==> src/rtl/bk_add_arb_pkg.sv <==
// Shared types and defaults for the round-robin arbitrated Brent-Kung adder.
package bk_add_arb_pkg;

    // Default sizing: four requesters sharing a 16-bit adder
    localparam int NREQ_DEF = 4;
    localparam int W_DEF    = 16;

    // Arbiter/adder sequencing: accept in IDLE, add in CALC, present in HOLD
    typedef enum logic [1:0] {
        IDLE = 2'd0,
        CALC = 2'd1,
        HOLD = 2'd2
    } state_t;

    // Width of a requester index; at least one bit even for a single requester
    function automatic int idw(input int n);
        return (n > 1) ? $clog2(n) : 1;
    endfunction

endpackage

==> src/rtl/bk_add_arb_bk_adder.sv <==
// BK_Adder: purely combinational Brent-Kung parallel-prefix adder.
// Carry-in is folded into the bit-0 generate so the prefix tree yields every carry.
module BK_Adder #(
    parameter int W = 16
) (
    output logic [W-1:0] s,
    output logic         cout,
    input  logic [W-1:0] a,
    input  logic [W-1:0] b,
    input  logic         cin
);

    // Largest power of two below W: first span used by the down-sweep
    localparam int TOPD = (W > 1) ? (1 << ($clog2(W) - 1)) : 1;

    logic [W-1:0] gg;
    logic [W-1:0] pp;
    logic [W-1:0] prop;
    logic [W-1:0] carry;

    // Up-sweep builds power-of-two spans, down-sweep fills in the remaining prefixes
    always_comb begin
        prop  = a ^ b;
        gg    = a & b;
        pp    = prop;
        gg[0] = gg[0] | (pp[0] & cin);
        for (int d = 1; d < W; d = d * 2) begin
            for (int i = 2 * d - 1; i < W; i = i + 2 * d) begin
                gg[i] = gg[i] | (pp[i] & gg[i-d]);
                pp[i] = pp[i] & pp[i-d];
            end
        end
        for (int d = TOPD; d >= 1; d = d / 2) begin
            for (int i = 3 * d - 1; i < W; i = i + 2 * d) begin
                gg[i] = gg[i] | (pp[i] & gg[i-d]);
                pp[i] = pp[i] & pp[i-d];
            end
        end
        carry = {gg[W-2:0], cin};
        s     = prop ^ carry;
        cout  = gg[W-1];
    end

endmodule

==> src/rtl/bk_add_arb.sv <==
// bk_add_arb: NREQ requesters share one Brent-Kung adder through a
// round-robin arbiter; one operation in flight, result held until taken.
module bk_add_arb
    import bk_add_arb_pkg::*;
#(
    parameter  int NREQ = NREQ_DEF,
    parameter  int W    = W_DEF,
    localparam int IDW  = idw(NREQ)
) (
    input  logic              clk,
    input  logic              rst_n,
    input  logic [NREQ-1:0]   req_valid,
    output logic [NREQ-1:0]   req_ready,
    input  logic [NREQ*W-1:0] req_a,
    input  logic [NREQ*W-1:0] req_b,
    input  logic [NREQ-1:0]   req_cin,
    output logic              rsp_valid,
    input  logic              rsp_ready,
    output logic [W-1:0]      rsp_sum,
    output logic              rsp_cout,
    output logic [IDW-1:0]    rsp_id
);

    state_t           state;
    state_t           state_nxt;
    logic [IDW-1:0]   last_grant;
    logic             gnt_vld;
    logic [IDW-1:0]   gnt_idx;
    logic             xfer;

    logic [W-1:0]     sel_a;
    logic [W-1:0]     sel_b;
    logic             sel_cin;

    logic [W-1:0]     a_p0;
    logic [W-1:0]     b_p0;
    logic             cin_p0;
    logic [IDW-1:0]   id_p0;

    logic [W-1:0]     add_s;
    logic             add_cout;

    logic [W-1:0]     sum_p1;
    logic             cout_p1;
    logic [IDW-1:0]   id_p1;
    logic             vld_p1;

    // Round-robin search starting one past the last granted requester
    always_comb begin
        logic [IDW-1:0] idx;
        gnt_vld = 1'b0;
        gnt_idx = '0;
        idx     = '0;
        for (int k = 1; k <= NREQ; k++) begin
            idx = IDW'((int'(last_grant) + k) % NREQ);
            if (!gnt_vld && req_valid[idx]) begin
                gnt_vld = 1'b1;
                gnt_idx = idx;
            end
        end
    end

    // Accept strobe only while idle; held low throughout reset
    always_comb begin
        req_ready = '0;
        if (rst_n && (state == IDLE) && gnt_vld) begin
            req_ready[gnt_idx] = 1'b1;
        end
    end

    // The grant only selects a valid requester, so a grant in IDLE is a transfer
    assign xfer = (state == IDLE) && gnt_vld;

    // Operand mux for the granted requester
    always_comb begin
        sel_a   = '0;
        sel_b   = '0;
        sel_cin = 1'b0;
        for (int i = 0; i < NREQ; i++) begin
            if (gnt_idx == IDW'(i)) begin
                sel_a   = req_a[i*W +: W];
                sel_b   = req_b[i*W +: W];
                sel_cin = req_cin[i];
            end
        end
    end

    // Next-state sequencing: IDLE -> CALC -> HOLD -> IDLE
    always_comb begin
        state_nxt = state;
        case (state)
            IDLE:    if (xfer) state_nxt = CALC;
            CALC:    state_nxt = HOLD;
            HOLD:    if (rsp_ready) state_nxt = IDLE;
            default: state_nxt = IDLE;
        endcase
    end

    // State register; reset aborts any operation in flight
    always_ff @(posedge clk or negedge rst_n) begin
        if (!rst_n) begin
            state <= IDLE;
        end else begin
            state <= state_nxt;
        end
    end

    // ---- stage p0: capture granted operands and advance the pointer ----
    // Pointer starts at NREQ-1 so requester 0 wins first after reset
    always_ff @(posedge clk or negedge rst_n) begin
        if (!rst_n) begin
            a_p0       <= '0;
            b_p0       <= '0;
            cin_p0     <= 1'b0;
            id_p0      <= '0;
            last_grant <= IDW'(NREQ - 1);
        end else if (xfer) begin
            a_p0       <= sel_a;
            b_p0       <= sel_b;
            cin_p0     <= sel_cin;
            id_p0      <= gnt_idx;
            last_grant <= gnt_idx;
        end
    end

    BK_Adder #(.W(W)) u_adder (
        .s    (add_s),
        .cout (add_cout),
        .a    (a_p0),
        .b    (b_p0),
        .cin  (cin_p0)
    );

    // ---- stage p1: register the sum during CALC and hold it through HOLD ----
    // Result registers load only in CALC so they stay stable under backpressure
    always_ff @(posedge clk or negedge rst_n) begin
        if (!rst_n) begin
            sum_p1  <= '0;
            cout_p1 <= 1'b0;
            id_p1   <= '0;
        end else if (state == CALC) begin
            sum_p1  <= add_s;
            cout_p1 <= add_cout;
            id_p1   <= id_p0;
        end
    end

    // Response valid rises with the registered result, drops when it is taken
    always_ff @(posedge clk or negedge rst_n) begin
        if (!rst_n) begin
            vld_p1 <= 1'b0;
        end else if (state == CALC) begin
            vld_p1 <= 1'b1;
        end else if ((state == HOLD) && rsp_ready) begin
            vld_p1 <= 1'b0;
        end
    end

    assign rsp_valid = vld_p1;
    assign rsp_sum   = sum_p1;
    assign rsp_cout  = cout_p1;
    assign rsp_id    = id_p1;

endmodule
==> config.mk <==
export PLATFORM = sky130hd
export DESIGN_NAME = bk_add_arb
export DESIGN_NICKNAME = d
export VERILOG_FILES = /design/src/rtl/bk_add_arb_pkg.sv /design/src/rtl/bk_add_arb_bk_adder.sv /design/src/rtl/bk_add_arb.sv
export SDC_FILE = /design/constraint.sdc
export NUM_CORES = 1
export LEC_CHECK = 0
export ABC_AREA = 1
export BUFFER_PORTS_ARGS = -buffer_cell sky130_fd_sc_hd__buf_2
export CAP_MARGIN = 20
export CORE_AREA = 2 2 97 99
export CTS_BUF_LIST = sky130_fd_sc_hd__clkbuf_8
export DETAILED_ROUTE_END_ITERATION = 10
export DIE_AREA = 0 0 99 101
export PLACE_DENSITY = 0.74
export SLEW_MARGIN = 10
export SYNTH_ARGS = -nofsm -noshare
export SYNTH_HDL_FRONTEND = slang
export SYNTH_SLANG_ARGS = --single-unit
==> constraint.sdc <==
create_clock -name clk -period 2.68 [get_ports clk]
set_clock_uncertainty 0.05 [all_clocks]
set_input_delay 0.536 -clock clk [delete_from_list [all_inputs] [get_ports clk]]
set_output_delay 0.536 -clock clk [all_outputs]
set_load 0.01 [all_outputs]
After elaboration in Yosys (flattened, before gate mapping)
Index checks and enable logic that the tools add are counted.
{ "classes": {"n_addsub": 4, "n_mul": 0, "n_div": 0, "n_lt_le_gt_ge": 6, "n_eq_ne": 7, "shifts": 0, "muxes": 36, "bitwise": 68, "reduce_logical": 15} }
{ "ops": {"columns": ["cell", "n"], "rows": [
  ["$mux W16", 8],
  ["$and A1 B1 Y1", 38],
  ["$xor A16 B16 Y16", 2],
  ["$or A1 B1 Y1", 27],
  ["$and A16 B16 Y16", 1],
  ["$lt A2 B3 Y1 const B", 5],
  ["$mux W1", 15],
  ["$mux W2", 6],
  ["$bmux W1 S2", 4],
  ["$logic_and A1 B1 Y1", 8],
  ["$eq A2 B2 Y1 const B", 3],
  ["$pmux W2 S3", 1],
  ["$add A2 B1 Y2 const B", 2],
  ["$add A2 B2 Y2 const B", 2],
  ["$eq A2 B1 Y1 const B", 2],
  ["$logic_not A2 Y1", 2],
  ["$mux W4", 1],
  ["$ne A2 B2 Y1 const B", 2],
  ["$logic_not A1 Y1", 3],
  ["$demux W1 S2", 1],
  ["$ge A2 B1 Y1 const B", 1],
  ["$reduce_and A2 Y1", 1],
  ["$reduce_bool A2 Y1", 1]
]} }
{ "totals": {"ff_bits": 59, "latchBits": 0, "ramBits": 0, "romBits": 0, "in_bits": 139, "elab_cells": 146, "mem_count": 0} }

Longest topological paths before layout
{ "depth": {"word_depth": 18, "ltp_mapped": 17} }

By module
From an unflattened synthesis, not the netlist that was laid out.
{ "hier_totals": {"hier_cells": 597, "area_unflattened_um2": 4192.8} }
{ "modules_own_cells": {"columns": ["module", "instances", "cells_each", "area_per_inst_um2", "seq_area_each_um2"], "rows": [
  ["bk_add_arb", 1, 513, 3510.9, 1478.9],
  ["BK_Adder", 1, 84, 681.9, 0.0]
]} }

Least setup slack after synthesis
Ideal clock, no wire load.
{ "synth_timing": {"kind": "flip-flop to output port", "startpoint": "register last_grant[0]", "endpoint": "output port req_ready[1]", "arrival_ns": 1.827, "path_slack_ns": 0.267, "path_stages_with_launch": 14, "n_path_buf": 3, "path_cell_list": "dfstp_2 > inv_2 > buf_6 > nand2_1 > nand2_1 > nand2_1 > nand2_2 > inv_2 > nand2_1 > nand2_1 > nand3_2 > buf_6 > buf_4 > nor3_1"} }
{ "synth_via": {"elab_chain_cells": 18, "elab_cells_between_ends": 33, "cone_classes": "add/sub: 4; order compare: 2; mux: 19; reduce/logical: 8"} }
{ "synth_lines": {"columns": ["element", "line", "source"], "rows": [
  ["from (decl)", "bk_add_arb.sv:26", "logic [IDW-1:0] last_grant;"],
  ["from (signal assigned)", "bk_add_arb.sv:116", "last_grant <= IDW'(NREQ - 1);"],
  ["from (signal assigned)", "bk_add_arb.sv:122", "last_grant <= gnt_idx;"],
  ["$add A2 B1 Y2", "bk_add_arb.sv:55", "idx = IDW'((int'(last_grant) + k) % NREQ);"],
  ["$bmux W1 S2", "bk_add_arb.sv:56", "if (!gnt_vld && req_valid[idx]) begin"],
  ["$mux W1 (implied by the code)", "bk_add_arb.sv:56", null],
  ["$mux W1", "bk_add_arb.sv:56", null],
  ["$logic_not A1 Y1", "bk_add_arb.sv:56", null],
  ["$logic_and A1 B1 Y1", "bk_add_arb.sv:56", null],
  ["$mux W1", "bk_add_arb.sv:56", null],
  ["$logic_not A1 Y1", "bk_add_arb.sv:56", null],
  ["[2 not listed]", null, null],
  ["$logic_not A1 Y1", "bk_add_arb.sv:56", null],
  ["$logic_and A1 B1 Y1", "bk_add_arb.sv:56", null],
  ["$mux W2", "bk_add_arb.sv:56", null],
  ["$lt A2 B3 Y1 (implied by the code) or $ge A2 B1 Y1 (tied branches)", "bk_add_arb.sv:67", "req_ready[gnt_idx] = 1'b1;"],
  ["$logic_and A1 B1 Y1 (implied by the code)", "bk_add_arb.sv:67", null],
  ["$mux W1 (implied by the code)", "bk_add_arb.sv:67", null],
  ["$demux W1 S2", "bk_add_arb.sv:67", null],
  ["$mux W4 (*)", "bk_add_arb.sv:66", "if (rst_n && (state == IDLE) && gnt_vld) begin"],
  ["to (decl)", "bk_add_arb.sv:13", "output logic [NREQ-1:0] req_ready,"]
]} }
Every way passes the cells marked *; elsewhere a longest branch is shown, timed or not. The select of a mux whose other input is x is not followed.

Worst setup path in the final report
{ "layout_timing": {"startpoint": "register last_grant[0]", "endpoint": "output port req_ready[3]"} }
Same word-level chain as after synthesis.

==> results.yml <==
clock_tree:
  path_clk_slew_ns: 0.07
  cts_buffer_depth: 2
  cts.sinks: 59
  cts_root_buf: "clkbuf_8"
  ctsHtreeMaxLevel: 3
  cts_tree: "built"
  cts_buffers: 9
  clk_latency_ns: 0.35
  hold_buffers: 0
run:
  max_cap_viol_count: 0
floorplanning:
  die_w_um: 99
  die_h_um: 101
  floorplan.initialDensity: 0.464
  ios: 163
  row_count: 35
  die_area_um2: 10000
  core_area_um2: 8980
worst_setup_path:
  slowest_delay_ns: 0.63
  cpMaxStageDelayCell: "dfstp_2"
  path_common_cell: "nand2_1"
  crit_family: "simple AND/OR/NAND/NOR gates"
  path_cells: "clkinv_4 > nand2_1 > nand2_1 > nand2_2 > nand2_2 > nor2_4 > nand3b_1 > nand2_4 > nand2_1 > nor2_1 > buf_2"
  worstPathRequired_ns: 2.09
  critPathBufInv: 2
  cp-end-kind: "primary output"
  critPathKind: "reg -> out"
  startpoint_type: "register"
  crit_fanout: 7
  r2r_slack_ns: 0.11
  crit_arrival_ns: 2.25
timing:
  setup_viol_count_final: 4
  hold_ws_ns: 0.339
  fmax_ghz: 0.353
  hold_viol: 0
  drv_slew: 0
  period_minus_slack_ns: 2.83
  slew_headroom: 0.517
  post-route-period-util: 1.06
  tightest_slew_ns: 0.724
  rsz0062_at_grt: "true"
  setup_ws_ns: -0.152
place:
  port-buffer-count: 162
  place_hpwl_mm: 9.68
  place_area_um2: 5030
  gp_congestion: 0.868
route:
  drt_iter0_markers: 251
  dr.pass1.iters: 5
  vias_per_cell: 5.25
  vias: 4642
  wl_per_cell_um: 14.7
  remaining_drc_errors: 0
  drt-total-wl_mm: 13.0
  ant_nets: 0
global_route:
  grt_pass1_wl_mm: 19.7
  grt_max_degree: 69
  grt_pass1_vias: 4254
  overflow: 0
  grt_use_total: 0.251
  antenna_found_initial: 1
cells_and_area:
  num-fill-cells: 839
  syn2layout_area_growth_pct: 35.1
  fin_util: 0.626
  post-route-cell-area_um2: 5620
  multi_input_area_um2: 2560
  seqCellArea_um2: 1480
  fin_nets: 929
  layout-drive-gt1-share: 0.341
  mostFrequentLayoutCell: "buf_2"
  layout_common_cells: "buf_2, nand2_1, nand3_1, nor2_1, dfrtp_1"
outcome:
  violations: "negative setup slack"
  outcome: "finished, violations left"
synth:
  ys_seq_elements: 59
  synth_area_per_cell_um2: 6.99
  ys_warn_count: 0
  syn_area_um2: 4160
  ys_seq_area_frac: 0.355
  ys_types: 32
  synthCells: 596
  synth_nets: 758
worst_hold_path:
  hold_path.class: "in -> reg"
-- area by class of cell --
type,instances,area share
inverter,32,0.0245
tap,111,0.0247
clock buffer,9,0.0220
sequential,59,0.263
timing repair buffer,196,0.199
multi-input combinational,469,0.456
clock inverter,7,0.0109
antenna,1,0.000445
-- synthesized netlist by cell type --
library cell,number,share of area
a2111oi_0,1,0.0021
a211oi_1,1,0.0018
a21boi_1,1,0.0018
a21o_1,1,0.0018
a21oi_1,4,0.0048
a221oi_1,1,0.0021
a31oi_1,1,0.0015
buf_2,14,0.017
buf_4,11,0.020
buf_6,3,0.0081
clkbuf_1,8,0.0072
clkinv_1,1,0.00090
dfrtp_1,57,0.34
dfstp_2,2,0.013
fa_1,9,0.043
ha_1,14,0.042
inv_1,26,0.023
inv_2,5,0.0045
nand2_1,160,0.14
nand2_2,4,0.0060
nand3_1,133,0.16
nand3_2,2,0.0048
nand3b_1,1,0.0018
nand4_1,7,0.011
nor2_1,93,0.084
nor2_2,2,0.0030
nor2_4,1,0.0027
nor3_1,3,0.0036
o21ai_0,19,0.023
o21ai_1,4,0.0048
xnor2_1,5,0.011
xor2_1,2,0.0042
-- per-stage QoR --
step	TNS [ns]	worst slack, ns	cells
floorplan	0	0.267	596
global placement	0	0.154	846
detailed placement	0	0.0579	846
CTS	-0.0132	-0.0132	870
global route	-0.679	-0.205	884
finish	-0.427	-0.152	884
-- cells by family after synthesis --
group,after synthesis,synth area share
compound gates,33,0.0436
fa+ha+maj,23,0.0853
simple gates,406,0.420
xor+xnor,7,0.0147
flops,59,0.355
buf+inv,68,0.0808
-- worst paths after layout --
kind | depth (start not counted) | endpoint | from
worst max-delay path | 11 | req_ready[3] | last_grant[0]
worst min-delay path | 2 | state[1] | rsp_ready
worst max register to register | 16 | a_p0[5] | last_grant[0]
worst min register to register | 2 | rsp_sum[12] | rsp_sum[12]
max in group asynchronous | 2 | b_p0[11] | rst_n
min in group asynchronous | 2 | rsp_sum[9] | rst_n
-- what timing repair did --
action / 4_1_cts / 5_1_grt
resized for setup: 19 / 50
setup endpoints to repair: 4 / 25
pin swaps: 4 / 22
setup buffers: 8 / 14
-- worst register-to-register path, stage by stage (launching register included) --
cell	delay, ns
dfstp_2	0.63
clkinv_4	0.11
buf_6	0.15
nand2_2	0.06
nand2_2	0.07
nand2_4	0.09
nand3_4	0.09
nand3_2	0.11
nand3_4	0.12
buf_6	0.15
buf_4	0.13
nor2_4	0.18
buf_6	0.20
nand2_1	0.10
nand3_1	0.11
nor2_1	0.07
nor2_1	0.08
-- per-layer routing --
metal  up-vias  routed length, µm  global-route usage
met5         -                  0                   0
met4         0                446               0.118
met3        32                849              0.0437
met2       185               6290               0.411
met1      2146               5430               0.325
li1       2279                  -                   -
-- registers in the layout (all words and copies together) (netlist names) --
name        count
a_p0           16
rsp_id          2
rsp_cout        1
cin_p0          1
id_p0           2
rsp_sum        16
state           2
last_grant      2
b_p0           16
rsp_valid       1
Power is not shown: default switching activity piles up to over one toggle a cycle in this logic, so the estimate is an artifact.
